[src/rtl/pipeline_pkg.sv]
// Constants shared by the fetch path: instruction width, PC step and default halt encoding.
// Pure declarations; no timing or flow control.
package pipeline_pkg;

    localparam int          INST_W            = 32;
    localparam int          PC_STEP           = 4;
    localparam logic [11:0] DEFAULT_HALT_CODE = 12'h300;

    function automatic logic is_halt(input logic [11:0] low_bits, input logic [11:0] code);
        return low_bits == code;
    endfunction

endpackage

[src/rtl/fetch_fifo.sv]
// Fetch queue storage: DEPTH-entry circular buffer with synchronous clear.
// Latency: a push is visible at the head the next cycle. The head is read combinationally.
// Backpressure: a push is only written when a slot is free or a pop happens in the same cycle.
module fetch_fifo #(
    parameter int WIDTH = 32,
    parameter int DEPTH = 4,
    localparam int PW   = $clog2(DEPTH),
    localparam int CW   = PW + 1
) (
    input  logic             clk,
    input  logic             i_srst,
    input  logic             i_push,
    input  logic [WIDTH-1:0] i_push_dat,
    input  logic             i_pop,
    output logic [WIDTH-1:0] o_head_dat,
    output logic             o_full,
    output logic             o_empty,
    output logic [CW-1:0]    o_count
);

    logic [WIDTH-1:0] r_mem [DEPTH];
    logic [PW-1:0]    r_wr_ptr;
    logic [PW-1:0]    r_rd_ptr;
    logic [CW-1:0]    r_count;
    logic             w_wr;
    logic             w_rd;

    assign o_full     = (r_count == CW'(DEPTH));
    assign o_empty    = (r_count == '0);
    assign o_count    = r_count;
    assign o_head_dat = r_mem[r_rd_ptr];

    assign w_rd = i_pop && !o_empty;
    assign w_wr = i_push && (!o_full || w_rd);

    // Pointers are exactly log2(DEPTH) bits so they wrap without compare logic.
    always_ff @(posedge clk) begin
        if (i_srst) begin
            r_wr_ptr <= '0;
            r_rd_ptr <= '0;
            r_count  <= '0;
        end else begin
            if (w_wr) begin
                r_wr_ptr <= r_wr_ptr + 1'b1;
            end
            if (w_rd) begin
                r_rd_ptr <= r_rd_ptr + 1'b1;
            end
            case ({w_wr, w_rd})
                2'b10:   r_count <= r_count + 1'b1;
                2'b01:   r_count <= r_count - 1'b1;
                default: r_count <= r_count;
            endcase
        end
    end

    always_ff @(posedge clk) begin
        if (w_wr && !i_srst) begin
            r_mem[r_wr_ptr] <= i_push_dat;
        end
    end

endmodule

[src/rtl/pipeline_fetch_queue.sv]
// Instruction fetch unit: PC, credit-based fetch issue, redirect flush and halt detection ahead of ID.
// Latency: issue at N, push at N+1, instValid at N+2 when the queue is empty and ID is ready.
// Backpressure: instReady low holds the head; issue stops once queue entries plus the in-flight fetch reach DEPTH.
module pipeline_fetch_queue
    import pipeline_pkg::*;
#(
    parameter int          ADDR_W    = 32,
    parameter int          DEPTH     = 4,
    parameter logic [11:0] HALT_CODE = DEFAULT_HALT_CODE
) (
    input  logic              clk,
    input  logic              reset,
    input  logic [ADDR_W-1:0] startAddress,
    output logic              imemReq,
    output logic [ADDR_W-1:0] imemAddr,
    input  logic [31:0]       imemData,
    input  logic              redirect,
    input  logic [ADDR_W-1:0] redirectTarget,
    output logic              instValid,
    input  logic              instReady,
    output logic [31:0]       instData,
    output logic [ADDR_W-1:0] pcPlus4Out,
    output logic              endProgram
);

    localparam int                CW       = $clog2(DEPTH) + 1;
    localparam int                EW       = INST_W + ADDR_W;
    localparam logic [CW:0]       LP_DEPTH = (CW + 1)'(DEPTH);
    localparam logic [ADDR_W-1:0] LP_STEP  = ADDR_W'(PC_STEP);

    logic [ADDR_W-1:0] r_pc;
    logic [ADDR_W-1:0] r_req_addr;
    logic              r_inflight;
    logic              r_halt_pend;
    logic              r_end;

    logic              w_issue;
    logic              w_push;
    logic              w_pop;
    logic              w_push_halt;
    logic              w_pop_halt;
    logic              w_fifo_clr;
    logic              w_full;
    logic              w_empty;
    logic [CW-1:0]     w_count;
    logic [CW:0]       w_occ;
    logic [EW-1:0]     w_head;

    // The in-flight fetch already owns a slot, so it counts against the credit.
    assign w_occ   = {1'b0, w_count} + {{CW{1'b0}}, r_inflight};
    assign w_issue = !reset && (w_occ < LP_DEPTH) && !r_halt_pend && !r_end && !redirect;

    assign w_pop       = instValid && instReady;
    assign w_push      = r_inflight && !redirect && !r_end && !(w_full && !w_pop);
    assign w_push_halt = w_push && is_halt(imemData[11:0], HALT_CODE);
    assign w_pop_halt  = w_pop && is_halt(instData[11:0], HALT_CODE);
    assign w_fifo_clr  = reset || redirect;

    assign imemReq    = w_issue;
    assign imemAddr   = r_pc;
    assign instValid  = !reset && !w_empty;
    assign instData   = w_head[EW-1 -: INST_W];
    assign pcPlus4Out = w_head[ADDR_W-1:0];
    assign endProgram = r_end;

    always_ff @(posedge clk) begin
        if (reset) begin
            r_pc        <= startAddress;
            r_req_addr  <= '0;
            r_inflight  <= 1'b0;
            r_halt_pend <= 1'b0;
            r_end       <= 1'b0;
        end else begin
            r_inflight <= w_issue;
            if (w_issue) begin
                r_req_addr <= r_pc;
            end
            if (redirect) begin
                r_pc <= redirectTarget;
            end else if (w_issue) begin
                r_pc <= r_pc + LP_STEP;
            end
            // A redirect flushes the queue, so any halt word it held is gone too.
            if (redirect) begin
                r_halt_pend <= 1'b0;
            end else if (w_push_halt) begin
                r_halt_pend <= 1'b1;
            end
            if (w_pop_halt && !redirect) begin
                r_end <= 1'b1;
            end
        end
    end

    fetch_fifo #(
        .WIDTH (EW),
        .DEPTH (DEPTH)
    ) u_fifo (
        .clk        (clk),
        .i_srst     (w_fifo_clr),
        .i_push     (w_push),
        .i_push_dat ({imemData, r_req_addr + LP_STEP}),
        .i_pop      (w_pop),
        .o_head_dat (w_head),
        .o_full     (w_full),
        .o_empty    (w_empty),
        .o_count    (w_count)
    );

endmodule

[config.mk]
export PLATFORM = sky130hd
export DESIGN_NAME = pipeline_fetch_queue
export DESIGN_NICKNAME = d
export VERILOG_FILES = /design/src/rtl/pipeline_pkg.sv /design/src/rtl/fetch_fifo.sv /design/src/rtl/pipeline_fetch_queue.sv
export SDC_FILE = /design/constraint.sdc
export NUM_CORES = 1
export LEC_CHECK = 0
export BUFFER_PORTS_ARGS = -buffer_cell sky130_fd_sc_hd__buf_2
export CAP_MARGIN = 20
export CORE_UTILIZATION = 35
export DETAILED_ROUTE_END_ITERATION = 10
export REMOVE_ABC_BUFFERS = 1
export SYNTH_ARGS = -nofsm -noshare
export SYNTH_HDL_FRONTEND = slang
export SYNTH_SLANG_ARGS = --single-unit
[constraint.sdc]
create_clock -name clk -period 4.5 [get_ports clk]
set_input_delay 0.225 -clock clk [delete_from_list [all_inputs] [get_ports clk]]
set_output_delay 0.225 -clock clk [all_outputs]
set_load 0.02 [all_outputs]
## Word-level counts from Yosys, hierarchy flattened

Memory sizes are Yosys's and may differ from the RTL's. A register that Yosys moved wholly into a read port is not among the register bits.
Index checks and enable logic that the tools add are counted.

- Magnitude comparators: 1
- Reduce and logical (&&, ||, !) cells: 31
- Equality and inequality tests: 5
- Add/subtract/negate cells: 7
- Multiplexer cells: 8

Operator list:

| cell | number |
|---|---|
| 32-bit two-way mux | 3 |
| 32-bit by 3-bit adder with 32-bit output, second input constant | 2 |
| 12-bit by 10-bit equality test with 1-bit output, second input constant | 2 |
| 1-bit logical AND | 16 |
| 1-bit zero test | 9 |
| 3-bit one-hot mux with 2 select lines | 1 |
| 2-bit by 1-bit adder with 2-bit output, second input constant | 2 |
| 3-bit by 1-bit adder with 4-bit output | 1 |
| 4-bit by 3-bit < comparator with 1-bit output, second input constant | 1 |
| 2-bit two-way mux | 2 |
| 3-bit by 1-bit adder with 3-bit output, second input constant | 1 |
| 3-bit equality test, second input constant | 1 |
| 3-bit zero test | 1 |
| 3-bit nonzero test | 1 |
| 3-bit by 1-bit subtractor with 3-bit output, second input constant | 1 |
| 2-bit by 1-bit equality test with 1-bit output, second input constant | 1 |
| 2-bit equality test, second input constant | 1 |
| 1-bit logical OR | 2 |
| 1-bit two-way mux | 2 |
| 2-bit nonzero test | 1 |
| 2-bit OR reduction | 1 |

- Bits in writable memories: 256
- Output and inout bits: 99
- Bits in registers: 74
- Memories kept: 1

Memory list:

| name | words | width | rd ports | clocked after Yosys merged registers in | wr ports | RTL line | RTL |
|---|---|---|---|---|---|---|---|
| u_fifo.r_mem | 4 | 64 | 1 | 1 | 1 | fetch_fifo.sv:21 | `logic [WIDTH-1:0] r_mem [DEPTH];` |

## Depth between registers and ports, before layout

- Word-level depth: 12
- Depth in mapped cells: 11

## By module

Synthesis repeated with hierarchy kept, for this count alone.

- Cells, all modules: 844
- Area, all modules: 13590.5 um^2

Modules (own cells, without submodules):

| module | sequential area each (um^2) | cells each | area each (um^2) | instances |
|---|---|---|---|---|
| fetch_fifo | 7867.5 | 388 | 9694.3 | 1 |
| pipeline_fetch_queue | 1661.6 | 456 | 3896.2 | 1 |

## Worst setup path after synthesis

OpenSTA, ideal clock, no wires.

- Path kind: input to register
- Start point: input port reset
- End point: register r_pc[10] (netlist: imemAddr[10]) (enable)
- Cell stages on the path: 4
- Data arrival time: 2788 ps
- Setup slack: 1253 ps
- Data required time: 4041 ps
- Path through: clkbuf_1 > nor3_1 > nand2_1 > o21ai_0

- Word-level cells in the longest chain between the ends: 6

RTL lines:

| element | RTL line | RTL |
|---|---|---|
| from (decl) | pipeline_fetch_queue.sv:12 | `input logic reset,` |
| 1-bit zero test | pipeline_fetch_queue.sv:51 | `assign w_issue = !reset && (w_occ < LP_DEPTH) && !r_halt_pend && !r_end && !redirect;` |
| 1-bit logical AND (4 in a row) | pipeline_fetch_queue.sv:51 |  |
| 3-bit nonzero test (no line) (*) | n/a |  |
| to (signal assigned) | pipeline_fetch_queue.sv:68 | `r_pc <= startAddress;` |
| to (signal assigned) | pipeline_fetch_queue.sv:79 | `r_pc <= redirectTarget;` |
| to (signal assigned) | pipeline_fetch_queue.sv:81 | `r_pc <= r_pc + LP_STEP;` |
| to (decl) | pipeline_fetch_queue.sv:31 | `logic [ADDR_W-1:0] r_pc;` |

Every way passes the cells marked *; elsewhere a longest branch is shown, timed or not.
A chain may end at the register's enable or synchronous reset.

==> results.toml <==
[final_layout]
drive_gt1_frac = 0.300
multi_input_area_um2 = 3710
register_area_um2 = 9540
final_area_um2 = 16700
antenna-diode-count = 0
fill_cells = 3380
nNetsFinal = 1189
synthToLayoutAreaGrowth_pct = 24.2

[power_and_ir_drop]
power.density_nw_per_um2 = 414
leakage_nw = 5.64
irDropWorstVdd_mv = 0.209

[timing]
grt_setup_unrepaired = "no"
finClkSkew_ps = 15.6
maxSlewHeadroom = 0.272
post-route-period-util = 0.679
setup_violations = 0
timing.fmax_mhz = 327
tightest_slew_ps = 1090
layout_min_cycle_time_ps = 3050
hold_viol = 0
hold-worst-slack_ps = 15.9
finalSetupTns_ps = 0
drv_slew = 0

[synth]
ys_seq_area_frac = 0.708
synth-seq-cells = 332
ys_types = 40
synth_flop_cell = "edfxtp_1"
syn_area_um2 = 13500
syn_inst = 834
syn_avg_cell_area_um2 = 16.1
synth_edf_count = 288
async_flop_share = 0
ys_warn_count = 0

[critical_path]
critPathRequiredTime_ps = 4280
cp-end-kind = "output pin"
slowest_stage = "dfxtp_4"
critPathMaxStageDelay_ps = 900
path_class = "register to output pin"
cp_top_family = "flip-flops"
startpoint_type = "register"
crit_buf_inv = 2
crit_chain = "buf_4 > mux4_2 > buf_2"
r2r_slack_ps = 1810
crit_arrival_ps = 2830
worstPathMaxFanout = 39

[floorplanning]
die_area_um2 = 39200
die_w_um = 198
start_util = 0.357
die-height_um = 198
num_rows = 71
num_io_pins = 199
core_area_um2 = 37800

[cts]
cts_made_buffers = 37
cts.sinks = 332
clkSlewWorstSetupHoldPaths_ps = 60
cts_root_buf = "clkbuf_16"
cts_tree = "done"
cts_setup_buffers = 0
h-tree-depth = 2
post_cts_resized = 0
clock_path_buffers = 3
insertion_delay_ps = 520

[place]
place.gp.congestion = 0.785
port_buffers = 198
post-dp-hpwl_um = 20700
place_area_um2 = 15100

[routing]
drc = 0
avgViaCountPerCell = 4.92
drt_iter0_drc = 432
first_pass_iters = 4
ant_nets = 0
routed_wl_um = 31200
via_count = 7967
drt-wirelength-per-cell_um = 19.3

[grt]
antenna_found_initial = 0
grt_overflow = 0
grt_pass1_vias = 7993
grt_max_degree = 69
track_usage = 0.162
grt_pass1_wl_um = 47400

[min_path]
hold_path.class = "input pin to register"

[outcome]
status = "complete, no violations"

[job]
maxCapViolCount = 0
synth_stat cells (all sizes together) (3+ instances only):
master | n | area share
inv | 20 | 0.0056
o22ai | 5 | 0.0023
nand4 | 14 | 0.0065
and3 | 10 | 0.0046
nor2 | 26 | 0.0072
mux2i | 4 | 0.0030
o21ai | 26 | 0.0097
xnor2 | 46 | 0.030
nor4 | 8 | 0.0046
and2 | 3 | 0.0014
edfxtp | 288 | 0.64
a21oi | 42 | 0.016
buf | 14 | 0.0053
nor3 | 17 | 0.0063
nand2 | 95 | 0.026
a22oi | 18 | 0.010
nand3 | 20 | 0.0074
ha | 7 | 0.0065
mux4 | 64 | 0.11
and4 | 7 | 0.0046
dfxtp | 44 | 0.065
xor2 | 14 | 0.0091
clkbuf | 27 | 0.0075
worst paths after layout:
kind	startpoint	endpoint	depth (start not counted)
hold reg to reg	r_req_addr[18]	r_req_addr[18]	2
setup / recovery	register	pcPlus4Out[9]	3
hold / removal	startAddress[2]	imemAddr[2]	2
setup reg to reg	endProgram	u_fifo.r_mem[3][12]	5
metal layers:
| metal | part of all wire | GRT usage | vias to the layer above |
|---|---|---|---|
| met4 | 0.027 | 0.0543 | 0 |
| met2 | 0.47 | 0.260 | 243 |
| li1 | - | - | 3720 |
| met3 | 0.053 | 0.0227 | 53 |
| met1 | 0.45 | 0.224 | 3951 |
| met5 | 0 | 0 | - |
power by group:
| part | total, W | internal, W | switching [W] |
|---|---|---|---|
| registers | 0.00349 | 0.00341 | 0.0000768 |
| logic | 0.000379 | 0.000157 | 0.000222 |
| clock network | 0.00306 | 0.00187 | 0.00119 |
through the flow:
step,std cells,total power [W],util,worst slack (ps)
2_1_floorplan,793,0.00371,-,168
3_5_place_dp,1513,0.00391,0.399,1620
6_report,1620,0.00693,0.443,1450
4_1_cts,1620,0.00701,0.443,1290
3_3_place_gp,1512,0.00390,0.399,1670
5_1_grt,1620,0.00716,0.443,1180
state kept, by name, summed over array words and instances, names as in the netlist, 2 cells and up, named ones only:
register / cells
u_fifo.r_mem: 256
u_fifo.o_count: 3
r_req_addr: 32
u_fifo.r_rd_ptr: 2
u_fifo.r_wr_ptr: 2
imemAddr: 32
final cells by class:
type | count | area share
clock buffer | 50 | 0.0602
clock inverter | 17 | 0.0142
inverter | 21 | 0.00471
multi-input combinational | 440 | 0.222
sequential | 332 | 0.570
tap | 511 | 0.0382
timing repair buffer | 249 | 0.0901
kinds of logic (layout without fill, tap and decap cells):
family          Yosys count  count (layout)  synth area share
compound gates           96              96            0.0411
fa+ha+maj                 8               8           0.00799
simple gates            207             207            0.0731
mux                      69              69             0.112
flops                   332             332             0.708
buf+inv                  62             337            0.0187
xor+xnor                 60              60            0.0390
cells in the final DEF, fill, tap and decap left out, types with 5 or more instances in the layout:
master,n
edfxtp_1,288
buf_2,198
nand2_1,95
mux4_2,59
xnor2_1,46
a21oi_1,42
dfxtp_1,42
dlygate4sd3_1,40
clkbuf_16,38
nor2_1,26
nand3_1,20
inv_1,20
o21ai_0,19
a22oi_1,18
nor3_1,17
nand4_1,14
xor2_1,14
clkbuf_1,11
buf_4,9
and4_1,7
ha_1,7
and3_1,6
o21ai_1,6
nor4_1,6
o22ai_1,5
mux4_1,5
bufinv_16,5
clkinv_2,5
timing repair:
action | CTS | global route
endpoints found under the hold margin | 135 | 0
hold buffers | 40 | 0
setup endpoints to repair | 0 | 0
No activity file was read; power rests on OpenSTA's default activity.
